$ cat config.mk
export PLATFORM = sky130hd
export DESIGN_NAME = freq_meter_flat
export DESIGN_NICKNAME = d
export VERILOG_FILES = /design/src/rtl/freq_meter_pkg.sv /design/src/rtl/freq_meter_if.sv /design/src/rtl/freq_meter_sync_edge_detect.sv /design/src/rtl/freq_meter.sv /design/src/flat_wrapper.sv
export SDC_FILE = /design/constraint.sdc
export NUM_CORES = 1
export LEC_CHECK = 0
export ABC_AREA = 0
export BUFFER_PORTS_ARGS = -buffer_cell sky130_fd_sc_hd__buf_2
export CAP_MARGIN = 30
export CORE_MARGIN = 5
export CORE_UTILIZATION = 30
export CTS_CLUSTER_DIAMETER = 60
export DETAILED_ROUTE_END_ITERATION = 16
export GPL_TIMING_DRIVEN = 1
export SYNTH_ARGS = -nofsm -noshare
export SYNTH_HDL_FRONTEND = slang
export SYNTH_SLANG_ARGS = --single-unit
$ cat constraint.sdc
create_clock -name clk -period 2.5 [get_ports clk]
set_input_delay 0.25 -clock clk [delete_from_list [all_inputs] [get_ports clk]]
set_output_delay 0.25 -clock clk [all_outputs]
set_load 0.02 [all_outputs]
$ cat src/rtl/freq_meter_pkg.sv
// Shared types and default constants for the gated frequency meter.
package freq_meter_pkg;

    typedef enum logic {
        IDLE = 1'b0,
        GATE = 1'b1
    } state_e;

    localparam int unsigned GATE_CYCLES_DEF = 50_000_000;
    localparam int unsigned CNT_W_DEF       = 20;
    // Largest value a 6-digit decimal display can render.
    localparam int unsigned SAT_MAX_DEF     = 999_999;

endpackage

$ cat src/rtl/freq_meter_if.sv
// Measurement bus of the frequency meter: async input, enable and published result.
interface freq_meter_if #(
    parameter int unsigned CNT_W = 20
);
    logic             sig_in;
    logic             enable;
    logic [CNT_W-1:0] freq_bin;
    logic             freq_valid;
    logic             overflow;

    modport master (
        output sig_in,
        output enable,
        input  freq_bin,
        input  freq_valid,
        input  overflow
    );

    modport slave (
        input  sig_in,
        input  enable,
        output freq_bin,
        output freq_valid,
        output overflow
    );
endinterface

$ cat src/rtl/freq_meter_sync_edge_detect.sv
// Two-flop synchronizer followed by a delay register; emits a one-cycle pulse per
// rising edge of an asynchronous input.
module sync_edge_detect (
    input  logic clk,
    input  logic rst,
    input  logic async_i,
    output logic rise_o
);
    logic [1:0] sync_q;
    logic       dly_q;

    always_ff @(posedge clk) begin
        if (rst) begin
            sync_q <= '0;
            dly_q  <= 1'b0;
        end else begin
            sync_q <= {sync_q[0], async_i};
            dly_q  <= sync_q[1];
        end
    end

    assign rise_o = sync_q[1] & ~dly_q;

endmodule

$ cat src/rtl/freq_meter.sv
// Gated frequency counter: counts synchronized rising edges of sig_in over a window of
// GATE_CYCLES clocks and publishes a saturated count with a one-cycle valid strobe.
module freq_meter
    import freq_meter_pkg::*;
#(
    parameter int unsigned GATE_CYCLES = GATE_CYCLES_DEF,
    parameter int unsigned CNT_W       = CNT_W_DEF,
    parameter int unsigned SAT_MAX     = SAT_MAX_DEF
) (
    input  logic         clk,
    input  logic         rst,
    freq_meter_if.slave  bus
);
    localparam int unsigned GC_W = $clog2(GATE_CYCLES);
    localparam logic [GC_W-1:0]  GATE_LAST = GC_W'(GATE_CYCLES - 1);
    localparam logic [CNT_W-1:0] SAT_VAL   = CNT_W'(SAT_MAX);

    logic rise;

    sync_edge_detect u_sync (
        .clk     (clk),
        .rst     (rst),
        .async_i (bus.sig_in),
        .rise_o  (rise)
    );

    state_e            state_q, state_d;
    logic [GC_W-1:0]   gate_cnt_q, gate_cnt_d;
    logic [CNT_W-1:0]  edge_cnt_q, edge_cnt_d;
    logic              ovf_q, ovf_d;
    logic [CNT_W-1:0]  freq_bin_q, freq_bin_d;
    logic              overflow_q, overflow_d;
    logic              valid_q, valid_d;

    logic              at_sat;
    logic [CNT_W-1:0]  closing_cnt;

    assign at_sat = (edge_cnt_q == SAT_VAL);
    // edge_cnt never exceeds SAT_VAL, so adding the terminal-cycle rise cannot wrap.
    assign closing_cnt = at_sat ? SAT_VAL : edge_cnt_q + CNT_W'(rise);

    always_ff @(posedge clk) begin
        if (rst) begin
            state_q    <= IDLE;
            gate_cnt_q <= '0;
            edge_cnt_q <= '0;
            ovf_q      <= 1'b0;
            freq_bin_q <= '0;
            overflow_q <= 1'b0;
            valid_q    <= 1'b0;
        end else begin
            state_q    <= state_d;
            gate_cnt_q <= gate_cnt_d;
            edge_cnt_q <= edge_cnt_d;
            ovf_q      <= ovf_d;
            freq_bin_q <= freq_bin_d;
            overflow_q <= overflow_d;
            valid_q    <= valid_d;
        end
    end

    always_comb begin
        state_d    = state_q;
        gate_cnt_d = gate_cnt_q;
        edge_cnt_d = edge_cnt_q;
        ovf_d      = ovf_q;
        freq_bin_d = freq_bin_q;
        overflow_d = overflow_q;
        valid_d    = 1'b0;

        unique case (state_q)
            IDLE: begin
                gate_cnt_d = '0;
                edge_cnt_d = '0;
                ovf_d      = 1'b0;
                if (bus.enable) begin
                    state_d = GATE;
                end
            end
            GATE: begin
                if (gate_cnt_q == GATE_LAST) begin
                    // The terminal cycle publishes even if enable has just dropped.
                    freq_bin_d = closing_cnt;
                    overflow_d = ovf_q | (rise & at_sat);
                    valid_d    = 1'b1;
                    gate_cnt_d = '0;
                    edge_cnt_d = '0;
                    ovf_d      = 1'b0;
                    state_d    = bus.enable ? GATE : IDLE;
                end else if (!bus.enable) begin
                    gate_cnt_d = '0;
                    edge_cnt_d = '0;
                    ovf_d      = 1'b0;
                    state_d    = IDLE;
                end else begin
                    gate_cnt_d = gate_cnt_q + 1'b1;
                    if (rise) begin
                        if (at_sat) begin
                            ovf_d = 1'b1;
                        end else begin
                            edge_cnt_d = edge_cnt_q + 1'b1;
                        end
                    end
                end
            end
            default: state_d = IDLE;
        endcase
    end

    assign bus.freq_bin   = freq_bin_q;
    assign bus.freq_valid = valid_q;
    assign bus.overflow   = overflow_q;

endmodule

$ cat src/flat_wrapper.sv
// flat-port wrapper written by rule: the top's interface ports become plain ports
module freq_meter_flat import freq_meter_pkg::*;
#(
    parameter int unsigned GATE_CYCLES = GATE_CYCLES_DEF,
    parameter int unsigned CNT_W       = CNT_W_DEF,
    parameter int unsigned SAT_MAX     = SAT_MAX_DEF
)
  (clk, rst, bus_sig_in, bus_enable, bus_freq_bin, bus_freq_valid, bus_overflow);
  freq_meter_if #(.CNT_W(CNT_W)) bus_i ();
  input  logic clk;
  input  logic rst;
  input wire logic [$bits(bus_i.sig_in)-1:0] bus_sig_in;
  input wire logic [$bits(bus_i.enable)-1:0] bus_enable;
  output wire logic [$bits(bus_i.freq_bin)-1:0] bus_freq_bin;
  output wire logic [$bits(bus_i.freq_valid)-1:0] bus_freq_valid;
  output wire logic [$bits(bus_i.overflow)-1:0] bus_overflow;
  assign bus_i.sig_in = bus_sig_in;
  assign bus_i.enable = bus_enable;
  assign bus_freq_bin = bus_i.freq_bin;
  assign bus_freq_valid = bus_i.freq_valid;
  assign bus_overflow = bus_i.overflow;
  freq_meter #(.GATE_CYCLES(GATE_CYCLES), .CNT_W(CNT_W), .SAT_MAX(SAT_MAX)) u_core (.clk(clk), .rst(rst), .bus(bus_i));
endmodule
Word-level counts from Yosys, hierarchy flattened
Index checks and enable logic that the tools add are counted.
Widths: inputs -> output; s select.
Cells by class
  $add $sub $neg: 3
  equality and inequality tests: 5
  mux-type cells: 16
  bitwise gates (word level): 5
  reduce and logical (&&, ||, !) cells: 4
Operators with widths (number)
  $mux 20: 5
  $mux 26: 2
  $pmux 26 s2: 1
  $pmux 20 s2: 1
  $add 26x1->26 const B: 1
  $eq 26x26->1 const B: 1
  $add 20x1->20: 1
  $add 20x1->20 const B: 1
  $eq 20x20->1 const B: 1
  $ne 4x4->1 const B: 2
  $mux 1: 6
  $reduce_and 2->1: 3
  $ne 4x3->1 const B: 1
  $and 1x1->1: 2
  $not 1->1: 2
  $pmux 1 s2: 1
  $reduce_or 2->1: 1
  $or 1x1->1: 1
Storage, ports and cells
  bits in registers: 73
  input port bits: 4
  output and inout bits: 22
  word-level logic and storage cells: 42

Logic depth before layout (Yosys ltp)
Gate-level depths: netlist of the first run.
  depth after elaboration: 6
  gate-level depth with buffers: 8
  gate-level depth less buffers: 7

Cells and area by module
From an unflattened synthesis of the first run, not the netlist that was laid out.
Second synthesis, totals
  cells, all modules: 395
  area total of the unflattened synthesis: 3407.0 um^2
Modules (own cells, without submodules)
  freq_meter: times used 1, cells each 388, area an instance 3319.4 um^2
  sync_edge_detect: times used 1, cells each 7, area an instance 87.6 um^2

Worst setup path after synthesis of the first run
Ideal clock, no wire load.
  kind: register to register
  start point: reg u_core.u_sync.sync_q[1]
  end point: reg u_core.freq_bin_q[17], in the netlist u_core.bus.freq_bin[17]
  library setup time: 86 ps
  arrival: 1872 ps
  required time: 2414 ps
  path slack: 543 ps
  stages on the path, launching flop included: 8
  buffers on the path: 0
  clock period less this slack: 1957 ps
  path through: dfxtp_1 nor2b_1 ha_1 nand3_1 nor3_1 nand4_1 xor2_1 a211oi_1
Between the ends
  word-level cells in the longest chain between the ends: 3
RTL lines
  start: declaration: RTL line freq_meter_sync_edge_detect.sv:9  | logic [1:0] sync_q;
  start signal: assignment: RTL line freq_meter_sync_edge_detect.sv:17  | sync_q <= {sync_q[0], async_i};
  $and 1x1->1: RTL line freq_meter_sync_edge_detect.sv:22  | assign rise_o = sync_q[1] & ~dly_q;
  $add 20x1->20: RTL line freq_meter.sv:40  | assign closing_cnt = at_sat ? SAT_VAL : edge_cnt_q + CNT_W'(rise);
  $mux 20: RTL line freq_meter.sv:40
  end signal: assignment: RTL line freq_meter.sv:56  | freq_bin_q <= freq_bin_d;
  end: declaration: RTL line freq_meter.sv:31  | logic [CNT_W-1:0] freq_bin_q, freq_bin_d;
No other way between the ends.
A chain may end at the register's enable or synchronous reset.

Worst setup path in the final report of the first run
  start point: reg u_core.gate_cnt_q[0]
  end point: reg u_core.freq_bin_q[18], in the netlist u_core.bus.freq_bin[18]
Between the ends
  word-level cells in the longest chain between the ends: 2
RTL lines
  start: declaration: RTL line freq_meter.sv:28  | logic [GC_W-1:0] gate_cnt_q, gate_cnt_d;
  start signal: assignment: RTL line freq_meter.sv:53  | gate_cnt_q <= gate_cnt_d;
  $eq 26x26->1: RTL line freq_meter.sv:81  | if (gate_cnt_q == GATE_LAST) begin
  $reduce_and 2->1 (no line)
No other way between the ends.

==> results of run 1 <==
worst max-delay path: cells and delay by family (launching register included):
kind	cells	cell delay (ns)
buffers and inverters	1	0.21
flip-flops	1	0.36
AO/OA/AOI/OAI	1	0.22
AND/OR/NAND/NOR	4	0.98
adder cells (fa/ha/maj)	1	0.22
registers in the layout (all words and copies together) (netlist names):
| signal | flops |
|---|---|
| u_core.u_sync.dly_q | 1 |
| u_core.state_q | 1 |
| u_core.edge_cnt_q | 20 |
| u_core.gate_cnt_q | 26 |
| u_core.u_sync.sync_q | 2 |
| u_core.bus.freq_bin | 20 |
| u_core.ovf_q | 1 |
| u_core.bus.freq_valid | 1 |
| u_core.bus.overflow | 1 |
area by class of cell:
class / instances / area, sq um / area share
inverter: 4 / 15.01 / 0.003735
clock inverter: 3 / 40.04 / 0.009960
clock buffer: 12 / 256.5 / 0.06380
sequential: 73 / 1461 / 0.3635
multi-input combinational: 294 / 1841 / 0.4578
timing repair buffer: 37 / 227.7 / 0.05664
tap: 143 / 178.9 / 0.04451
power by group:
| part | switching [mW] | internal, mW |
|---|---|---|
| Sequential | 0.00225 | 1.17 |
| Clock | 0.456 | 0.817 |
| Combinational | 0.0188 | 0.00914 |
worst paths after layout:
kind                              to               startpoint  cells past startpoint
max          u_core.bus.freq_bin[18]     u_core.gate_cnt_q[0]                      7
min                   u_core.state_q                      rst                      2
max reg2reg  u_core.bus.freq_bin[18]     u_core.gate_cnt_q[0]                      7
min reg2reg  u_core.u_sync.sync_q[1]  u_core.u_sync.sync_q[0]                      1
through the flow:
step,instance area (sq um),setup WS [ns]
2_1_floorplan,3440,0.5425
3_3_place_gp,3724,0.5175
3_5_place_dp,3724,0.4331
4_1_cts,4020,0.4150
5_1_grt,4020,0.1984
6_report,4020,0.4117
kinds of logic after synthesis:
kind of cell | count (synthesis)
simple gates | 194
compound gates | 39
mux | 1
buf+inv | 26
xor+xnor | 56
flops | 73
fa+ha+maj | 4
layer usage:
metal  track usage  up-vias  part of all wire
met5             0        -                 0
met4       0.03593        0             0.015
met3       0.04267       14             0.058
met2        0.1923       57              0.46
met1        0.1494     1268              0.46
li1              -     1407                 -
layout by cell type, fill, tap and decap left out, types with 6 or more instances in the layout:
| cell | Yosys | layout |
|---|---|---|
| nand3_1 | 26 | 26 |
| dfxtp_1 | 73 | 73 |
| nor2b_1 | 8 | 8 |
| a211oi_2 | 9 | 9 |
| buf_4 | 1 | 11 |
| nor2_1 | 72 | 72 |
| nand4_1 | 17 | 17 |
| nor3_1 | 8 | 8 |
| and3_1 | 6 | 6 |
| nand2_1 | 26 | 26 |
| xnor2_1 | 20 | 20 |
| nor4_1 | 9 | 9 |
| buf_2 | 8 | 25 |
| a21oi_1 | 9 | 9 |
| clkbuf_16 | 0 | 9 |
| xor2_1 | 36 | 36 |
==> results.yml, run 1 <==
power_and_ir_drop:
  powerDensity_nw_per_um2: 614.6
  total_power_mw: 2.471
  leakagePower_nw: 1.343
  peakVddDrop_mv: 0.3714
timing:
  worst_pin_slew_ns: 0.5829
  fmax_ghz: 0.4789
  fin_crit_sh: 0.8353
  rsz0062_at_grt: "no"
  period_needed_ns: 2.088
  final_hold_viol_count: 0
  maxSlewHeadroom: 0.6105
  fin_skew_ns: 0.006613
  tns_ns: 0
  fin_hold_ws_ns: 0.1171
  drv_slew: 0
  finalSetupViolCount: 0
placement:
  post-dp-hpwl_um: 5402
  dpl.cell_count: 551
  numPortBuffers: 25
  gp_routability_congestion: 0.8609
clock_network:
  cts_tree: "yes"
  clkSlewWorstSetupHoldPaths_ns: 0.06
  clock-root-buffer: "clkbuf_16"
  clockBufferDepth: 2
  clkLatencyLatePin_ns: 0.33
  cts_resized: 0
  cts_sinks: 73
  hold_buffers: 0
  cts_setup_buffers: 0
  numCtsBuffers: 9
  htreeDepth: 3
floorplanning:
  dieArea_sq_um: 13710
  dieHeight_um: 117.1
  initial_utilization: 0.3038
  core_area_sq_um: 11320
  fp-row-count: 39
  die_w_um: 117.1
  ioPinCount: 26
worst_setup_path:
  required_ns: 2.75
  path_max_fanout: 35
  cpMaxStageDelayCell: "nor4bb_1"
  setup.worst_path.end_class: "flip-flop"
  crit_arrival_ns: 2.33
  r2r_setup_slack_ns: 0.41
  startpoint_type: "flip-flop"
  worstPathCellList: "ha_1, nand4_1, nor4bb_1, and3_1, buf_12, nor2_1, a211oi_1"
  cp_slowest_stage_delay_ns: 0.45
  crit_type: "flip-flop to flip-flop"
synthesis:
  yosys.area_share.simple: 0.2852
  synth_cell_types: 41
  yosysWarnings: 0
  synth_compound_gate_area_share: 0.08985
  ys_seq_area_frac: 0.4249
  synth_xor_area_frac: 0.1426
  ys_top_cells_by_area: "dfxtp_1 (42%), xor2_1 (9.2%), nor2_1 (7.9%), xnor2_1 (5.1%), nand3_1 (3.8%)"
  synthMostInstantiatedCell: "dfxtp_1"
  yosys.area_share.adder: 0.01455
  synth_top_family_by_area: "simple AND/OR/NAND/NOR gates"
  synth_nets: 401
  synth_area_sq_um: 3440
  synth-main-ff-cell: "dfxtp_1"
  synthTopCellsByCount: "dfxtp_1 (73), nor2_1 (72), xor2_1 (36)"
  synthMuxAreaShare: 0.002910
  synth_top_area_frac: 0.4249
  ys_ff_latch: 73
  synth-async-reset-ratio: 0
  postSynthCellCount: 393
  yosys.area.top_type: "dfxtp_1"
  avgSynthCellArea_sq_um: 8.752
  synth_edf_count: 0
cells_and_area:
  antenna_cells: 0
  instances_no_fill: 566
  final_util: 0.3551
  layout.nets: 427
  num-fill-cells: 1165
  syn2layout_area_growth_pct: 16.88
  drive_gt1_frac: 0.1560
global_routing:
  grt-ovfl-total: 0
  grt_max_degree: 36
  grt_use_total: 0.1190
  grt_pass1_vias: 2693
  grt_pass1_wl_um: 12900
  antenna_found_initial: 0
run_status:
  status: "complete, no violations"
drt:
  drc: 0
  ant_nets: 0
  avgRoutedWirePerCell_um: 13.11
  drt_iter0_markers: 163
  first_pass_iters: 4
  num_vias: 2746
  avgViaCountPerCell: 4.852
  routed_wl_um: 7423
min_path:
  hold_class: "input pin to flip-flop"
run:
  drv_cap: 0
Power figures use the tool's default switching activity.
==> run 2: changes to the inputs <==
Clock period 2.5 ns to 1.93 ns, I/O delays scaled along.
==> results.yml, run 2 (synthesized netlist as in run 1, its figures left out) <==
drt:
  avgViaCountPerCell: 4.862
  avgRoutedWirePerCell_um: 14.26
  first_pass_iters: 4
  num_vias: 2966
  ant_nets: 0
  drt_iter0_markers: 104
  drc: 0
  routed_wl_um: 8701
timing:
  setup_slack_ns: 0.07264
  fmax_ghz: 0.5384
  fin_crit_sh: 0.9624
  drv_slew: 0
  finalSetupViolCount: 0
  worst_pin_slew_ns: 0.4084
  period_needed_ns: 1.857
  final_hold_viol_count: 0
  maxSlewHeadroom: 0.7252
  fin_skew_ns: 0.003400
  tns_ns: 0
run:
  drv_cap: 0
cells_and_area:
  antenna_cells: 0
  final_util: 0.4076
  syn2layout_area_growth_pct: 34.16
  regMostFlops: "u_core.gate_cnt_q"
  layout_common_cells: "nor2_1 (72), dfxtp_1 (70), buf_4 (46)"
  drive_gt1_frac: 0.2762
  num-fill-cells: 1126
  largest_reg_flops: 26
  multi_input_area_sq_um: 1936
  final_common_cell: "nor2_1"
  register_area_sq_um: 1465
  layout.nets: 470
power_and_ir_drop:
  swShare: 0.1873
  pwr-share-seq: 0.424
  total_power_mw: 3.574
  p_switching_uw: 669.3
  powerDensity_nw_per_um2: 774.6
  p_int_mw: 2.905
  p_clk_frac: 0.560
  peakVddDrop_mv: 0.6906
  power_frac_comb: 0.016
  leakagePower_nw: 1.635
clock_network:
  cts_tree: "yes"
  hold_buffers: 0
  numCtsBuffers: 9
  clock-root-buffer: "clkbuf_16"
  clkLatencyLatePin_ns: 0.34
  clkSlewWorstSetupHoldPaths_ns: 0.06
  cts_sinks: 73
  clockBufferDepth: 2
  htreeDepth: 3
worst_setup_path:
  path_max_fanout: 7
  crit_arrival_ns: 2.08
  crit_type: "flip-flop to flip-flop"
  required_ns: 2.15
  setup.worst_path.end_class: "flip-flop"
  startpoint_type: "flip-flop"
floorplanning:
  die_w_um: 117.1
  ioPinCount: 26
  initial_utilization: 0.3038
  dieHeight_um: 117.1
  fp-row-count: 39
  dieArea_sq_um: 13710
  core_area_sq_um: 11320
global_routing:
  grt_use_total: 0.1261
  grt-ovfl-total: 0
  grt_pass1_wl_um: 13540
  grt_pass1_vias: 2883
  grt_max_degree: 27
  antenna_found_initial: 0
placement:
  pre_cts_slack_ns: -0.07771
  post-dp-hpwl_um: 5801
  numPortBuffers: 25
  gp_routability_congestion: 0.8693
min_path:
  hold_class: "input pin to flip-flop"
run_status:
  status: "complete, no violations"
==> run 2: cell type report <==
cell class | count | area share
multi-input combinational | 294 | 0.4195
sequential | 73 | 0.3175
timing repair buffer | 80 | 0.1421
clock buffer | 12 | 0.05775
tap | 143 | 0.03877
clock inverter | 4 | 0.02115
inverter | 4 | 0.003254
==> run 2: path summary, 6_finish.rpt <==
kind | depth (start not counted) | slack [ns] | from | to
setup / recovery | 9 | 0.07 | u_core.gate_cnt_q[0] | u_core.edge_cnt_q[13]
hold / removal | 2 | 0.08 | rst | u_core.state_q
hold reg to reg | 1 | 0.43 | u_core.u_sync.sync_q[0] | u_core.u_sync.sync_q[1]
setup reg to reg | 9 | 0.07 | u_core.gate_cnt_q[0] | u_core.edge_cnt_q[13]
==> run 2: per-layer routing <==
metal | part of all wire | global-route usage | vias up
met1 | 0.45 | 0.1513 | 1395
met5 | 0 | 0 | -
li1 | - | - | 1499
met2 | 0.49 | 0.2158 | 60
met3 | 0.042 | 0.03907 | 12
met4 | 0.017 | 0.03976 | 0
==> run 2: what timing repair did <==
item / 4_1_cts / 5_1_grt
gates cloned: 1 / 5
endpoints found under the setup margin: 24 / 19
pin swaps: 1 / 5
gates resized for setup: 6 / 15
buffers inserted: 1 / 2
==> run 2: worst max-delay path, cell delays in order, from the launching register on <==
cell and delay, ns:
dfxtp_2 0.35, ha_4 0.14, nand4_1 0.14, nor4bb_2 0.36, buf_4 0.16, buf_4 0.10, nand2_2 0.05, nand3_4 0.20
clkbuf_16 0.19, a21oi_1 0.04
==> run 2: power groups by stage <==
stage	Combinational, mW	Sequential (mW)	Clock (mW)
after floorplan	0.0250	1.55	0
after global placement	0.0404	1.55	0
after detailed placement	0.0413	1.55	0
after CTS	0.0417	1.51	2.03
after global routing	0.0623	1.52	2.10
final	0.0572	1.52	2.00
==> run 2: metrics by stage <==
stage / area (sq um) / std cells / hold slack [ns]
6_report: 4614 / 610 / 0.07726
5_1_grt: 4614 / 610 / 0.08747
4_1_cts: 4437 / 603 / 0.04872
3_5_place_dp: 4009 / 585 / 0.3987
2_1_floorplan: 3445 / 393 / 0.3212
3_3_place_gp: 4009 / 585 / 0.3924
